$ cat config.mk
export PLATFORM = sky130hd
export DESIGN_NAME = pipe_stage_reg
export DESIGN_NICKNAME = d
export VERILOG_FILES = /design/src/rtl/pipe_stage_reg.sv
export SDC_FILE = /design/constraint.sdc
export NUM_CORES = 1
export LEC_CHECK = 0
export CORE_ASPECT_RATIO = 1.5
export CORE_MARGIN = 10
export CORE_UTILIZATION = 50
export CTS_CLUSTER_DIAMETER = 80
export DETAILED_ROUTE_END_ITERATION = 8
export HOLD_SLACK_MARGIN = 0.08
export PLACE_DENSITY_LB_ADDON = 0.1
export SETUP_SLACK_MARGIN = 0.5
export SYNTH_ARGS = -nofsm -noshare
export SYNTH_HDL_FRONTEND = slang
export SYNTH_SLANG_ARGS = --single-unit
$ cat constraint.sdc
create_clock -name clk -period 2.7 [get_ports clk]
set_input_delay 0.405 -clock clk [delete_from_list [all_inputs] [get_ports clk]]
set_output_delay 0.405 -clock clk [all_outputs]
set_load 0.05 [all_outputs]
$ cat src/rtl/pipe_stage_reg.sv
// -----------------------------------------------------------------------------
// pipe_stage_reg
//
// Parametrised inter-stage pipeline register (IF/ID, ID/EX, EX/MEM, MEM/WB).
// It carries a control bundle, a data bundle and the rs1/rs2/rd addresses
// between two stages. A two-entry skid buffer absorbs downstream stalls, so
// in_ready never depends combinationally on out_ready.
//
// Ports
//   clk           clock; all state updates on the rising edge
//   reset         synchronous, active-low reset
//   flush         kill every held entry (branch taken / hazard squash)
//   in_valid      upstream beat valid
//   in_ready      stage can accept a beat
//   in_ctrl       control bundle      (CTRL_W)
//   in_data       data bundle         (DATA_W)
//   in_rs1/rs2/rd register addresses  (REG_AW each)
//   out_valid     downstream beat valid
//   out_ready     downstream accepts
//   out_ctrl      registered control bundle; 0 while idle if ZERO_BUBBLE=1
//   out_data      registered data bundle
//   out_rs1/rs2/rd registered addresses for the forwarding/hazard units
//   bubble_count  saturating count of cycles with out_ready=1, out_valid=0
//   state_dbg     {main_valid, skid_valid}
//
// Handshake: a beat moves across an interface on a rising edge where valid
// and ready are both high at that edge (accept = in_valid & in_ready,
// emit = out_valid & out_ready). Once valid is raised, the payload is held
// stable until that transfer happens. in_ready is the inverse of the skid
// flop, gated low while reset is asserted.
// -----------------------------------------------------------------------------
module pipe_stage_reg #(
    parameter int CTRL_W      = 8,
    parameter int DATA_W      = 260,
    parameter int REG_AW      = 5,
    parameter int ZERO_BUBBLE = 1,
    parameter int CNT_W       = 16
) (
    input  logic              clk,
    input  logic              reset,
    input  logic              flush,
    input  logic              in_valid,
    output logic              in_ready,
    input  logic [CTRL_W-1:0] in_ctrl,
    input  logic [DATA_W-1:0] in_data,
    input  logic [REG_AW-1:0] in_rs1,
    input  logic [REG_AW-1:0] in_rs2,
    input  logic [REG_AW-1:0] in_rd,
    output logic              out_valid,
    input  logic              out_ready,
    output logic [CTRL_W-1:0] out_ctrl,
    output logic [DATA_W-1:0] out_data,
    output logic [REG_AW-1:0] out_rs1,
    output logic [REG_AW-1:0] out_rs2,
    output logic [REG_AW-1:0] out_rd,
    output logic [CNT_W-1:0]  bubble_count,
    output logic [1:0]        state_dbg
);

    // State encoding is literally {main_valid, skid_valid}.
    typedef enum logic [1:0] {
        EMPTY = 2'b00,
        FULL  = 2'b10,
        SKID  = 2'b11
    } state_t;

    state_t state_q;

    logic              main_valid;
    logic              skid_valid;
    logic              accept;
    logic              emit;

    logic [CTRL_W-1:0] skid_ctrl;
    logic [DATA_W-1:0] skid_data;
    logic [REG_AW-1:0] skid_rs1;
    logic [REG_AW-1:0] skid_rs2;
    logic [REG_AW-1:0] skid_rd;

    localparam logic [CNT_W-1:0] CNT_MAX = '1;

    assign main_valid = (state_q == FULL) || (state_q == SKID);
    assign skid_valid = (state_q == SKID);
    assign state_dbg  = state_q;

    assign out_valid  = main_valid;
    assign in_ready   = reset & ~skid_valid;

    assign accept     = in_valid & in_ready;
    assign emit       = out_valid & out_ready;

    // Handshake FSM with the main (output) register and the skid register.
    always_ff @(posedge clk) begin
        if (!reset) begin
            state_q   <= EMPTY;
            out_ctrl  <= '0;
            out_data  <= '0;
            out_rs1   <= '0;
            out_rs2   <= '0;
            out_rd    <= '0;
            skid_ctrl <= '0;
            skid_data <= '0;
            skid_rs1  <= '0;
            skid_rs2  <= '0;
            skid_rd   <= '0;
        end else if (flush) begin
            // Any emit this cycle has already been sampled downstream; the
            // beat offered upstream is dropped.
            state_q <= EMPTY;
            if (ZERO_BUBBLE != 0) begin
                out_ctrl <= '0;
            end
        end else begin
            case (state_q)
                EMPTY: begin
                    if (accept) begin
                        state_q  <= FULL;
                        out_ctrl <= in_ctrl;
                        out_data <= in_data;
                        out_rs1  <= in_rs1;
                        out_rs2  <= in_rs2;
                        out_rd   <= in_rd;
                    end
                end
                FULL: begin
                    case ({emit, accept})
                        2'b11: begin
                            out_ctrl <= in_ctrl;
                            out_data <= in_data;
                            out_rs1  <= in_rs1;
                            out_rs2  <= in_rs2;
                            out_rd   <= in_rd;
                        end
                        2'b10: begin
                            state_q <= EMPTY;
                            if (ZERO_BUBBLE != 0) begin
                                out_ctrl <= '0;
                            end
                        end
                        2'b01: begin
                            // Downstream stalled: park the new beat behind main.
                            state_q   <= SKID;
                            skid_ctrl <= in_ctrl;
                            skid_data <= in_data;
                            skid_rs1  <= in_rs1;
                            skid_rs2  <= in_rs2;
                            skid_rd   <= in_rd;
                        end
                        default: begin
                        end
                    endcase
                end
                SKID: begin
                    if (emit) begin
                        state_q  <= FULL;
                        out_ctrl <= skid_ctrl;
                        out_data <= skid_data;
                        out_rs1  <= skid_rs1;
                        out_rs2  <= skid_rs2;
                        out_rd   <= skid_rd;
                    end
                end
                default: begin
                    state_q <= EMPTY;
                end
            endcase
        end
    end

    // Bubble profiling: downstream was ready but got nothing. Flush does not
    // clear it; only reset does.
    always_ff @(posedge clk) begin
        if (!reset) begin
            bubble_count <= '0;
        end else if (out_ready && !main_valid && (bubble_count != CNT_MAX)) begin
            bubble_count <= bubble_count + 1'b1;
        end
    end

endmodule

==> run metrics, run 1 <==
final worst-path cycle share 0.872; Peak VDD IR about 0.63 mV; vias in the first global route approximately 22000; Synth Register Bits approximately 580; Arr. time, crit path around 2800 ps; routed wire length 90800 um; Num Clock Sinks a little under 600; Seq/Total Area, Yosys 0.481; crit path buf inv count 8; Critical-path top delay cell dfxtp_4; core region area between 40000 and 50000 um^2; Starting Density 0.507; Setup Crit Path Kind flip-flop to flip-flop; fin nets roughly 3500; Max-slew headroom 0.448; Fin. Hold Viols 0; DP HPWL around 56000 um; setup total negative slack 0 ps; Gate Count Post-Synth around 2600; clock-pin transition on the worst setup and hold timing paths approximately 70 ps; register-to-register setup slack between 300 and 400 ps; routability cong. around 0.86; MaxCap Viol Count 0; Syn Nets between 2000 and 3000; Hold Path Sink skid_data[169]; Mean Syn Cell Area 9.28 um^2; largest net degree at the start of global routing 141; PD cells 598 nW/um^2; # rows 98; Setup crit end kind flip-flop; IO Port Bufs between 500 and 600; DRC 0; final setup skew between 15 and 20 ps; Synth Area in Adders 0.00360; Synth Area in XOR/XNOR 0.000721; Post-Layout Inst Area 36100 um^2; Setup violations, final 0; worst-margin pin slew ~830 ps; post-synthesis cell type count 43; share of cells above drive strength 1 0.190; deepest clock path buffer count 3; final core utilization 0.753; RSZ-0062 raised after global routing true; CP Launch Type flip-flop; GRT overflow 0; Vert. Die Dim just under 300 um; worst path cell trace inv_4, ha_4, or2_4, a2111oi_4, buf_4, buf_12, buf_12, buf_12, buf_12, buf_12, buf_16, a211oi_2; Critical Path Fanout Max 8; P&R area growth vs syn 48.5%; most frequent cells in the layout nand2_1, dfxtp_1, clkdlybuf4s50_1; fmax ~420 MHz; Post-DP Area approximately 31000 um^2; largest family of logic cells by synthesized area compound AO/OA/AOI/OAI gates; Synth Area in Compound Gates 0.204; clock buffer count from CTS 54; outcome finished clean; initial antenna violation count 24; Post-DRT Antenna Nets 0; slowest stage delay, CP around 400 ps; Worst Hold Depth 3; Hold Crit Start in_data[169]; crit path time final around 2400 ps; cell mode on critical path buf_12; Boundary Pins 591; routed vias/inst approximately 5.6; Syn Std Cell Area 24300 um^2; R2R depth 12; DR iter-0 viols ~1500; root buf cell clkbuf_16; HP Class input port to flip-flop; Synth warnings 0; CTS tree built; die area around 58000 um^2; vias post-DR roughly 22000; Total GRT Usage 0.280; r2r endpoint out_data[78]; drt pass-1 iters 6; die width about 200 um; Worst-Skew Late Latency 590 ps; Pleak 13.2 nW; DR WL/cell about 23 um; worst path required time 3130 ps; Pins Over Slew Limit 0; simple-gate share of the synthesized area 0.146; FF-to-FF Start state_dbg[0]; post-synthesis mux area share 0.115; H-tree Lvls 2; cell family with most CP delay buffers and inverters; global-route wire length before repair 128000 um
how the worst max path moves through the flow:
stage                 startpoint             to  slack (ps)  depth (start not counted)
finish              state_dbg[0]   out_data[78]         350                         12
global route        state_dbg[0]  out_data[128]         280                         12
CTS                 state_dbg[0]      out_valid         320                          5
detailed placement         reset   out_data[12]          90                          7
global placement           reset  out_data[240]         110                          7
floorplan           state_dbg[0]  out_data[117]         520                          8
where the power goes:
part / internal [W] / total [W] / switching [W]
sequential: 0.00895 / 0.00920 / 0.000253
combinational: 0.00177 / 0.00429 / 0.00252
clock: 0.00471 / 0.00809 / 0.00338
cell usage after synthesis (all sizes together):
| master | number | area share |
|---|---|---|
| and4 | 2 | 0.00072 |
| clkbuf | 99 | 0.015 |
| xor2 | 2 | 0.00072 |
| nand3b | 1 | 0.00082 |
| o31ai | 2 | 0.00062 |
| nor3 | 3 | 0.00062 |
| o21ba | 1 | 0.00041 |
| dfxtp | 584 | 0.48 |
| o2111ai | 1 | 0.00036 |
| nor3b | 1 | 0.00031 |
| or2 | 1 | 0.00026 |
| mux2 | 1 | 0.00046 |
| nand2 | 582 | 0.090 |
| o21ai | 25 | 0.0051 |
| a21boi | 1 | 0.00031 |
| or4b | 1 | 0.00041 |
| nor2b | 3 | 0.00077 |
| nand3 | 4 | 0.00082 |
| o41ai | 1 | 0.00036 |
| inv | 4 | 0.00062 |
| a2111oi | 1 | 0.00041 |
| a211oi | 276 | 0.13 |
| and3 | 3 | 0.00077 |
| or3b | 1 | 0.00036 |
| nor4b | 2 | 0.0012 |
| mux2i | 278 | 0.11 |
| a31oi | 8 | 0.0021 |
| o311ai | 1 | 0.00036 |
| nand4 | 8 | 0.0021 |
| buf | 124 | 0.034 |
| or3 | 9 | 0.0023 |
| a21oi | 295 | 0.061 |
| nand2b | 3 | 0.00077 |
| ha | 7 | 0.0036 |
| a221oi | 1 | 0.00036 |
| a211o | 1 | 0.00036 |
| nor2 | 281 | 0.043 |
| or4 | 2 | 0.00062 |
stage by stage:
stage          power, W  hold WS [ps]  setup slack [ps]  std cells
2_1_floorplan    0.0115           436               517       2620
3_3_place_gp     0.0129           441               110       3695
3_5_place_dp     0.0130           446              86.9       3695
4_1_cts          0.0213           356               320       3872
5_1_grt          0.0222           386               279       3958
6_report         0.0216           374               346       3960
per-layer routing:
| metal | GRT usage | wire length, um | vias to the layer above |
|---|---|---|---|
| li1 | - | - | 10337 |
| met1 | 0.305 | 32400 | 10732 |
| met2 | 0.477 | 45400 | 923 |
| met3 | 0.0819 | 7940 | 218 |
| met4 | 0.148 | 4990 | 20 |
| met5 | 0 | 130 | - |
area by class of cell:
cell class	count	area, um^2
Timing Repair Buffer	798	9660
Sequential cell	584	11700
Tap cell	650	813
Inverter	4	27.5
Clock buffer	89	1720
Clock inverter	12	160
Antenna cell	14	35.0
Multi-Input combinational cell	1809	12000
Fill cell	3293	11800
sequential cells by signal, indices dropped and copies added, names as in the netlist:
register and flops:
out_data 260, skid_data 260, bubble_count 16, out_ctrl 8, skid_ctrl 8, out_rd 5, out_rs1 5, out_rs2 5
skid_rd 5, skid_rs1 5, skid_rs2 5, state_dbg 2
cell families after synthesis:
| logic type | count (synthesis) |
|---|---|
| AOI/OAI and AO/OA | 614 |
| buffers and inverters | 227 |
| muxes | 279 |
| xor gates and xnor gates | 2 |
| adders and majority gates | 7 |
| and+or+nand+nor | 907 |
| DFF | 584 |
tightest hold or removal path, delay by kind of cell:
family	cells	cell delay (ps)
AO/OA/AOI/OAI	1	50
buffers and inverters	1	410
AND/OR/NAND/NOR	1	60
what timing repair did:
action	CTS	global route
buffers inserted	38	41
cloned	38	33
hold buffers	0	0
pin swaps	17	94
setup endpoints to repair	484	598
resized for setup	239	220
Note: power is estimated with default switching activity, not from simulation.
==> inputs of run 2 (changes only) <==
--- a/config.mk
+++ b/config.mk
@@ -5,11 +5,11 @@
 export SDC_FILE = /design/constraint.sdc
 export NUM_CORES = 1
 export LEC_CHECK = 0
-export CORE_ASPECT_RATIO = 1.5
 export CORE_MARGIN = 10
-export CORE_UTILIZATION = 50
+export CORE_UTILIZATION = 55
 export CTS_CLUSTER_DIAMETER = 80
 export DETAILED_ROUTE_END_ITERATION = 8
+export DONT_BUFFER_PORTS = 1
 export HOLD_SLACK_MARGIN = 0.08
 export PLACE_DENSITY_LB_ADDON = 0.1
 export SETUP_SLACK_MARGIN = 0.5
==> run metrics, run 2 (same netlist as run 1, synthesis figures left out) <==
outcome finished clean; final setup skew approximately 16 ps; Critical-path top delay cell dfxtp_4; Total GRT Usage 0.283; worst path required time 3210 ps; initial antenna violation count 14; met3 WL post-DR about 8400 um; pre-CTS setup slack about 310 ps; core region area roughly 43000 um^2; fmax 427 MHz; Setup Crit Path Kind flip-flop to flip-flop; IO Port Bufs 0; top routing layer in use met5; Pins Over Slew Limit 0; DR iter-0 viols between 1500 and 2000; Vert. Die Dim 230 um; DRT met1 WL 32100 um; most frequent cells in the layout nand2_1, dfxtp_1, a21oi_1; setup total negative slack 0 ps; RSZ-0062 raised after global routing true; Num Clock Sinks ~580; Layout fillers just under 3000; Max-slew headroom 0.481; multi-input logic area ~12000 um^2; largest net degree at the start of global routing 96; largest registers out_data x260, skid_data x260, bubble_count x16; Boundary Pins roughly 590; final worst-path cycle share 0.868; P&R area growth vs syn 30.6%; hold_ws ~94 ps; Post-Layout Inst Area about 32000 um^2; root buf cell clkbuf_16; DP HPWL slightly above 50000 um; Starting Density 0.561; routability cong. 0.855; die width 230 um; # rows 76; deepest clock path buffer count 3; worst setup margin 356 ps; MaxCap Viol Count 0; Fin. Hold Viols 0; crit path time final 2340 ps; worst-margin pin slew 778 ps; Post-DP Area between 20000 and 25000 um^2; routed wire length approximately 87000 um; clock-pin transition on the worst setup and hold timing paths 60 ps; vias post-DR 21172; final core utilization 0.732; cell family with most CP delay buffers and inverters; Post-DRT Antenna Nets 0; clock buffer count from CTS slightly below 60; Worst-Skew Late Latency approximately 600 ps; drt pass-1 iters 6; CP Launch Type flip-flop; Pleak a little over 10 nW; DR WL/cell 24.4 um; Seq. cell area around 12000 um^2; CTS tree built; Critical Path Fanout Max 5; routed vias/inst about 6.0; Arr. time, crit path around 2900 ps; Setup violations, final 0; crit path buf inv count 6; Peak VDD IR about 0.53 mV; DRC 0; met2 WL post-DR approximately 43000 um; fin nets between 3000 and 4000; Setup crit end kind flip-flop; HP Class input port to flip-flop; vias in the first global route 19830; global-route wire length before repair about 120000 um; GRT overflow 0; worst path cell trace inv_4, ha_4, or2_4, a2111oi_4, buf_6, buf_12, buf_12, buf_6, clkbuf_16, nor2_1, a211oi_2; slowest stage delay, CP 390 ps; die area 53000 um^2; H-tree Lvls 2; PD cells between 600 and 700 nW/um^2; share of cells above drive strength 1 0.179
-- run 2: per-stage QoR --
step / total power (W) / std cells
6_report: 0.0207 / 3555
5_1_grt: 0.0213 / 3550
4_1_cts: 0.0205 / 3465
3_5_place_dp: 0.0119 / 3042
3_3_place_gp: 0.0118 / 3042
2_1_floorplan: 0.0115 / 2620
-- run 2: layout make-up --
| type | instances | area share |
|---|---|---|
| Sequential cell | 584 | 0.369 |
| Multi-Input combinational cell | 1810 | 0.367 |
| Timing Repair Buffer | 449 | 0.179 |
| Clock buffer | 96 | 0.0582 |
| Tap cell | 585 | 0.0231 |
| Clock inverter | 11 | 0.00268 |
| Antenna cell | 16 | 0.00126 |
| Inverter | 4 | 0.000985 |
-- run 2: final timing paths --
check,startpoint,end,slack (ps),depth (start not counted)
worst max-delay path,state_dbg[1],out_data[188],360,11
worst min-delay path,in_data[195],out_data[195],90,2
worst max register to register,state_dbg[1],out_data[188],360,11
worst min register to register,skid_data[230],skid_data[230],450,2
-- run 2: repair_timing --
item / CTS / global route
gates resized for setup: 29 / 86
setup endpoints to repair: 272 / 475
gates cloned: 15 / 42
pin swaps: 16 / 71
endpoints found under the hold margin: 533 / 1
setup buffers: 16 / 31
hold buffers: 285 / 1
-- run 2: layer usage --
| metal | global-route usage | vias up |
|---|---|---|
| met5 | 0 | - |
| met4 | 0.118 | 4 |
| met3 | 0.0943 | 211 |
| met2 | 0.479 | 1012 |
| met1 | 0.322 | 10282 |
| li1 | - | 9663 |
-- run 2: where the power goes --
group          total [W]  internal [W]  switching [W]
Sequential        0.0104       0.00895        0.00144
Clock            0.00814       0.00473        0.00341
Combinational    0.00220       0.00106        0.00115
Total             0.0207        0.0147        0.00599
